==> config.mk <==
export PLATFORM = sky130hd
export DESIGN_NAME = controlador_de_interrupcao
export DESIGN_NICKNAME = d
export VERILOG_FILES = /design/src/rtl/cpu_pkg.sv /design/src/rtl/detector_de_borda.sv /design/src/rtl/controlador_de_interrupcao.sv
export SDC_FILE = /design/constraint.sdc
export NUM_CORES = 1
export LEC_CHECK = 0
export BUFFER_PORTS_ARGS = -buffer_cell sky130_fd_sc_hd__buf_2
export CAP_MARGIN = 20
export CORE_MARGIN = 2
export CORE_UTILIZATION = 48
export DETAILED_ROUTE_END_ITERATION = 12
export PLACE_DENSITY = 0.74
export SLEW_MARGIN = 20
export SYNTH_ARGS = -nofsm -noshare
export SYNTH_HDL_FRONTEND = slang
export SYNTH_HIERARCHICAL = 1
export SYNTH_SLANG_ARGS = --single-unit
==> constraint.sdc <==
create_clock -name clk -period 1.95 [get_ports clk]
set_clock_uncertainty 0.15 [all_clocks]
set_input_delay 0.585 -clock clk [delete_from_list [all_inputs] [get_ports clk]]
set_output_delay 0.585 -clock clk [all_outputs]
set_load 0.01 [all_outputs]
==> src/rtl/cpu_pkg.sv <==
// Shared definitions for the interrupt controller: FSM state encoding and
// default sizing for the request vector and the cause code.
package cpu_pkg;

    localparam int NUM_IRQ_DEF = 8;
    localparam int CAUSE_W_DEF = $clog2(NUM_IRQ_DEF);

    typedef enum logic [1:0] {
        ST_IDLE    = 2'd0,
        ST_ACK     = 2'd1,
        ST_SERVICE = 2'd2
    } state_t;

endpackage

==> src/rtl/detector_de_borda.sv <==
// Rising-edge detector with sticky pending bits for the whole request vector.
// A clear and a new edge on the same bit in the same cycle leaves it pending.
module detector_de_borda #(
    parameter int WIDTH = 8
) (
    input  logic             clk,
    input  logic             reset,
    input  logic [WIDTH-1:0] i_irq,
    input  logic [WIDTH-1:0] i_clear,
    output logic [WIDTH-1:0] o_pending
);

    logic [WIDTH-1:0] r_irq_q;
    logic [WIDTH-1:0] r_pending;
    logic [WIDTH-1:0] w_rise;

    assign w_rise = i_irq & ~r_irq_q;

    // Reset captures the live irq levels so lines already high are not seen as edges.
    always_ff @(posedge clk) begin
        if (reset) begin
            r_irq_q   <= i_irq;
            r_pending <= '0;
        end else begin
            r_irq_q   <= i_irq;
            r_pending <= (r_pending & ~i_clear) | w_rise;
        end
    end

    assign o_pending = r_pending;

endmodule

==> src/rtl/controlador_de_interrupcao.sv <==
// Non-nesting interrupt controller: edge-latched requests, lowest index wins.
// Define IRQ_MASK_EN to add a writable per-line mask register.
module controlador_de_interrupcao
    import cpu_pkg::*;
#(
    parameter int NUM_IRQ = NUM_IRQ_DEF,
    parameter int CAUSE_W = CAUSE_W_DEF
) (
    input  logic               clk,
    input  logic               reset,
    input  logic [NUM_IRQ-1:0] irq,
    input  logic               int_en,
    input  logic               reti,
    input  logic               mask_we,
    input  logic [NUM_IRQ-1:0] mask_data,
    output logic               inta,
    output logic [CAUSE_W-1:0] int_cause,
    output logic               in_service,
    output logic [NUM_IRQ-1:0] pending
);

    state_t             r_state;
    logic               r_inta;
    logic               r_in_service;
    logic [CAUSE_W-1:0] r_cause;

    logic [NUM_IRQ-1:0] w_pending;
    logic [NUM_IRQ-1:0] w_mask;
    logic [NUM_IRQ-1:0] w_req;
    logic [NUM_IRQ-1:0] w_clear;
    logic [NUM_IRQ-1:0] w_sel_onehot;
    logic [CAUSE_W-1:0] w_sel_idx;
    logic               w_sel_valid;

`ifdef IRQ_MASK_EN
    logic [NUM_IRQ-1:0] r_mask;

    always_ff @(posedge clk) begin
        if (reset) begin
            r_mask <= '1;
        end else if (mask_we) begin
            r_mask <= mask_data;
        end
    end

    assign w_mask = r_mask;
`else
    logic w_unused_mask;

    assign w_mask        = '1;
    assign w_unused_mask = ^{mask_we, mask_data};
`endif

    detector_de_borda #(
        .WIDTH (NUM_IRQ)
    ) u_detector (
        .clk       (clk),
        .reset     (reset),
        .i_irq     (irq),
        .i_clear   (w_clear),
        .o_pending (w_pending)
    );

    assign w_req = w_pending & w_mask;

    // Scan from the top down so the lowest enabled index is the last to win.
    always_comb begin
        w_sel_idx    = '0;
        w_sel_onehot = '0;
        w_sel_valid  = 1'b0;
        for (int i = NUM_IRQ - 1; i >= 0; i--) begin
            if (w_req[i]) begin
                w_sel_idx       = CAUSE_W'(i);
                w_sel_onehot    = '0;
                w_sel_onehot[i] = 1'b1;
                w_sel_valid     = 1'b1;
            end
        end
    end

    assign w_clear = (r_state == ST_ACK) ? w_sel_onehot : '0;

    // Once in ACK the acknowledge always completes, even if int_en drops.
    always_ff @(posedge clk) begin
        if (reset) begin
            r_state      <= ST_IDLE;
            r_inta       <= 1'b0;
            r_in_service <= 1'b0;
            r_cause      <= '0;
        end else begin
            case (r_state)
                ST_IDLE: begin
                    if (int_en && (|w_req)) begin
                        r_state      <= ST_ACK;
                        r_inta       <= 1'b1;
                        r_in_service <= 1'b1;
                    end
                end
                ST_ACK: begin
                    r_state <= ST_SERVICE;
                    r_inta  <= 1'b0;
                    if (w_sel_valid) begin
                        r_cause <= w_sel_idx;
                    end
                end
                ST_SERVICE: begin
                    if (reti) begin
                        r_state      <= ST_IDLE;
                        r_in_service <= 1'b0;
                    end
                end
                default: begin
                    r_state      <= ST_IDLE;
                    r_inta       <= 1'b0;
                    r_in_service <= 1'b0;
                end
            endcase
        end
    end

    assign inta       = r_inta;
    assign in_service = r_in_service;
    assign int_cause  = r_cause;
    assign pending    = w_pending;

endmodule

After elaboration in Yosys (flattened, before gate mapping)
Cells that the tools add are included.
W data, S select, Z words.
- bitwise gates (word level): 7
- reductions and logical operators: 7
- mux-type cells: 32
- equal/unequal tests: 4
- operators with widths (operator ; number):
    $mux W8 ; 9
    $mux W3 ; 8
    $and A8 B8 Y8 ; 2
    $not A8 Y8 ; 2
    $mux W1 ; 10
    $or A8 B8 Y8 ; 1
    $reduce_or A8 Y1 ; 1
    $pmux W2 S3 ; 1
    $reduce_and A2 Y1 ; 3
    $mux W2 ; 2
    $ne A2 B2 Y1 const B ; 2
    $pmux W1 S3 ; 1
    $reduce_and A3 Y1 ; 1
    $eq A2 B1 Y1 const B ; 1
    $eq A2 B2 Y1 const B ; 1
    $logic_not A2 Y1 ; 1
    $not A1 Y1 ; 2
    $pmux W1 S2 ; 1
    $logic_and A1 B1 Y1 ; 1
- bits of input ports: 21
- word-level logic and storage cells: 56
- bits in registers: 23

Logic depth before layout (Yosys ltp)
- depth in word-level cells: 12
- gate-level depth with buffers: 5
- depth with buffers taken out: 5

Hierarchy
The synthesis kept the hierarchy.
- by module, submodules not included (module ; cells each ; area an instance (sq um) ; times used ; sequential area each (sq um)):
    detector_de_borda ; 41 ; 561.8 ; 1 ; 320.3
    controlador_de_interrupcao ; 47 ; 420.4 ; 1 ; 140.1

Worst setup path after synthesis
Ideal clock, no wire load.
- path kind: register to register
- start: register u_detector.r_pending[3], in the netlist u_detector/o_pending[3]
- end: register u_detector.r_pending[6], in the netlist u_detector/o_pending[6]
- arrival: 1339 ps
- slack: 347 ps
- stages on the path, launching flop included: 6
- buffers on the path: 0
- path through: dfxtp_1 nor4_4 nand2_1 nor4b_1 nand2b_4 a21oi_2
- longest elaborated chain between the ends: 8
- RTL lines (item ; line ; text):
    start, declared ; detector_de_borda.sv:14 ; logic [WIDTH-1:0] r_pending;
    start signal, assigned ; detector_de_borda.sv:26 ; r_pending <= (r_pending & ~i_clear) | w_rise;
    $mux W8 (4 in series) ; controlador_de_interrupcao.sv:72 ; if (w_req[i]) begin
    $mux W8 ; controlador_de_interrupcao.sv:81 ; assign w_clear = (r_state == ST_ACK) ? w_sel_onehot : '0;
    via w_clear[6] ; controlador_de_interrupcao.sv:30 ; logic [NUM_IRQ-1:0] w_clear;
    $not A8 Y8 ; detector_de_borda.sv:26 ;
    $and A8 B8 Y8 ; detector_de_borda.sv:26 ;
    $or A8 B8 Y8 ; detector_de_borda.sv:26 ;
The timed path passes the listed nets, and every way through them passes these cells.
A chain may end at the register's enable or synchronous reset.

Final worst setup path
- start: register u_detector.r_pending[0], in the netlist u_detector/o_pending[0]
- end: output pending[0]
- RTL lines (item ; line ; text):
    end, declared ; controlador_de_interrupcao.sv:19 ; output logic [NUM_IRQ-1:0] pending
No word-level cell between the ends.

==> flow_metrics.env <==
export IMPL_status="completed"
export IMPL_whs_ns=0.233
export IMPL_syn_num_nets=109
export IMPL_cts_root_buffer="clkbuf_4"
export IMPL_finalHoldViolCount=0
export IMPL_max_cap_violations=0
export IMPL_insertedDiodeCount=0
export IMPL_ys_ff_latch=23
export IMPL_clk_latency_ns=0.30
export IMPL_areaGrowthSynthToFinish_pct=18.7
export IMPL_p_total_uw=904
export IMPL_synth_edff_count=0
export IMPL_dr_first_iter_drc_count=14
export IMPL_synthAdderAreaFrac_pct=0
export IMPL_synthArstFlopShare_pct=0
export IMPL_slowest_delay_ns=0.59
export IMPL_cts_max_path_buffers=2
export IMPL_p_leak_uw=0.000472
export IMPL_drt_wirelength_per_cell_um=11.6
export IMPL_cts_tree="built"
export IMPL_regArea_um2=460
export IMPL_crit_family="flip-flops"
export IMPL_drv_slew=0
export IMPL_ys_types=26
export IMPL_portBuffers=24
export IMPL_synth_compound_gate_area_share_pct=16.2
export IMPL_nets=139
export IMPL_synth_commonest_cells="23 x dfxtp_1, 10 x nand2b_1, 8 x a21oi_2, 8 x nand2b_4, 6 x nor2_1"
export IMPL_dp_final_hpwl_mm=1.26
export IMPL_post_cts_resized=0
export IMPL_antenna_found_initial=0
export IMPL_worst_setup_path_type="reg -> out"
export IMPL_synthMuxAreaShare_pct=0
export IMPL_synthMostInstantiatedCell="dfxtp_1"
export IMPL_synthDominantCellAreaShare_pct=46.9
export IMPL_synthCells=88
export IMPL_yosysTopAreaCell="dfxtp_1"
export IMPL_yosys_area_share_simple_pct=35.4
export IMPL_clock_sinks=23
export IMPL_grt_max_degree=13
export IMPL_drive_gt1_share_pct=43.6
export IMPL_core_area_um2=1940
export IMPL_grt_pass1_wl_mm=2.73
export IMPL_p_per_area_nw_per_um2=775
export IMPL_track_usage_pct=14.4
export IMPL_ys_warn_count=6
export IMPL_multi_input_area_um2=507
export IMPL_grt_pass1_vias=659
export IMPL_min_period_ns=1.84
export IMPL_initial_core_util_pct=50.6
export IMPL_synth_top_family_by_area="simple AND/OR/NAND/NOR gates"
export IMPL_synth_xor_area_share_pct=0
export IMPL_start_kind="flop"
export IMPL_die_h_um=49.2
export IMPL_ir_drop_uv=511
export IMPL_cp_required_ns=1.21
export IMPL_worstPathArrival_ns=1.11
export IMPL_crit_buf_inv=1
export IMPL_fillers=185
export IMPL_cp_max_fo=9
export IMPL_rsz0062_at_grt="false"
export IMPL_yosys_top_cells_area="dfxtp_1 47%, nand2b_4 11%, a21oi_2 7.1%"
export IMPL_drtAntennaViolNets=0
export IMPL_detail_route_vias_per_cell=5.20
export IMPL_avgSynthCellArea_um2=11.2
export IMPL_num_rows=16
export IMPL_cp_slowest_cell="dfxtp_1"
export IMPL_die_area_um2=2420
export IMPL_overflow=0
export IMPL_fin_crit_sh_pct=94.5
export IMPL_hold_class="in -> reg"
export IMPL_io_pins=34
export IMPL_cts_buffers=3
export IMPL_cts_hold_buffers=0
export IMPL_vias=749
export IMPL_fmax_mhz=543
export IMPL_ys_flop_type="dfxtp_1"
export IMPL_worstPathCellList="buf_2"
export IMPL_tightestPinTransition_ns=0.410
export IMPL_drc=0
export IMPL_setup_violations=0
export IMPL_gp_congestion=0.730
export IMPL_clk_pin_slew_ns=0.12
export IMPL_slew_headroom_pct=72.6
export IMPL_die_width_um=49.2
export IMPL_synth_area_um2=982
export IMPL_yosysSeqAreaShare_pct=46.9
export IMPL_htreeDepth=1
export IMPL_r2r_slack_ns=0.33
export IMPL_cts_setup_buffers=0
export IMPL_post_route_util_pct=60.1
export IMPL_final_setup_tns_ns=0
export IMPL_drt_wl_total_mm=1.68
export IMPL_first_pass_iters=5
export IMPL_crit_path_end_kind="output port"
[sequential cells by signal, indices dropped and copies added (netlist names)]
signal	count
in_service	1
int_cause	3
r_state	2
inta	1
u_detector/o_pending	8
u_detector/r_irq_q	8
[kinds of logic (layout without fill, tap and decap cells)]
group,count (synthesis),count (layout)
flops,23,23
compound gates,21,21
simple gates,42,42
buf+inv,2,31
[report_power, final]
part           total [uW]  internal [uW]  switching [uW]
Sequential            543            503            40.4
Combinational         147           79.2            68.1
Clock                 213           79.8             134
[metal layers]
metal	track usage [%]	part of all wire, %	vias to the layer above
li1	-	-	372
met1	17.2	45	345
met2	24.3	47	30
met3	3.99	7.2	2
met4	5.71	0.24	0
met5	0	0	-
[worst paths after layout]
path,from,endpoint,cells after the start
worst min register to register,inta,inta,1
worst max-delay path,u_detector/o_pending[0],pending[0],1
worst max register to register,u_detector/o_pending[2],u_detector/o_pending[6],5
worst min-delay path,irq[3],u_detector/r_irq_q[3],1
[through the flow]
step	area [um^2]	cells	worst slack [ns]
detailed placement	1140	140	0.354
floorplan	982	88	0.347
CTS	1170	144	0.0985
global placement	1140	140	0.356
global route	1170	144	0.0484
finish	1170	144	0.108
[cell usage in the layout (no fill, tap or decap), types with 2 or more instances in the layout]
master / Yosys / layout
buf_4: 0 / 2
nor3_1: 2 / 2
nor4_4: 2 / 2
clkbuf_4: 0 / 3
nand2b_1: 10 / 10
buf_2: 0 / 24
a21oi_2: 8 / 8
nor4b_1: 4 / 4
nand2b_4: 8 / 8
a21oi_1: 4 / 4
dfxtp_1: 23 / 23
nor2_1: 6 / 6
o21ai_0: 2 / 2
nand2_1: 2 / 2
nor3b_1: 2 / 2
nor2b_1: 2 / 2
[final cells by class]
type	instances	share of cell area [%]
clock buffers	4	2.25
inverters	1	0.322
multi-input cells	63	43.5
flip-flops and latches	23	39.5
well taps	27	2.90
repair buffers	26	11.6
(Power assumes the default switching activity.)
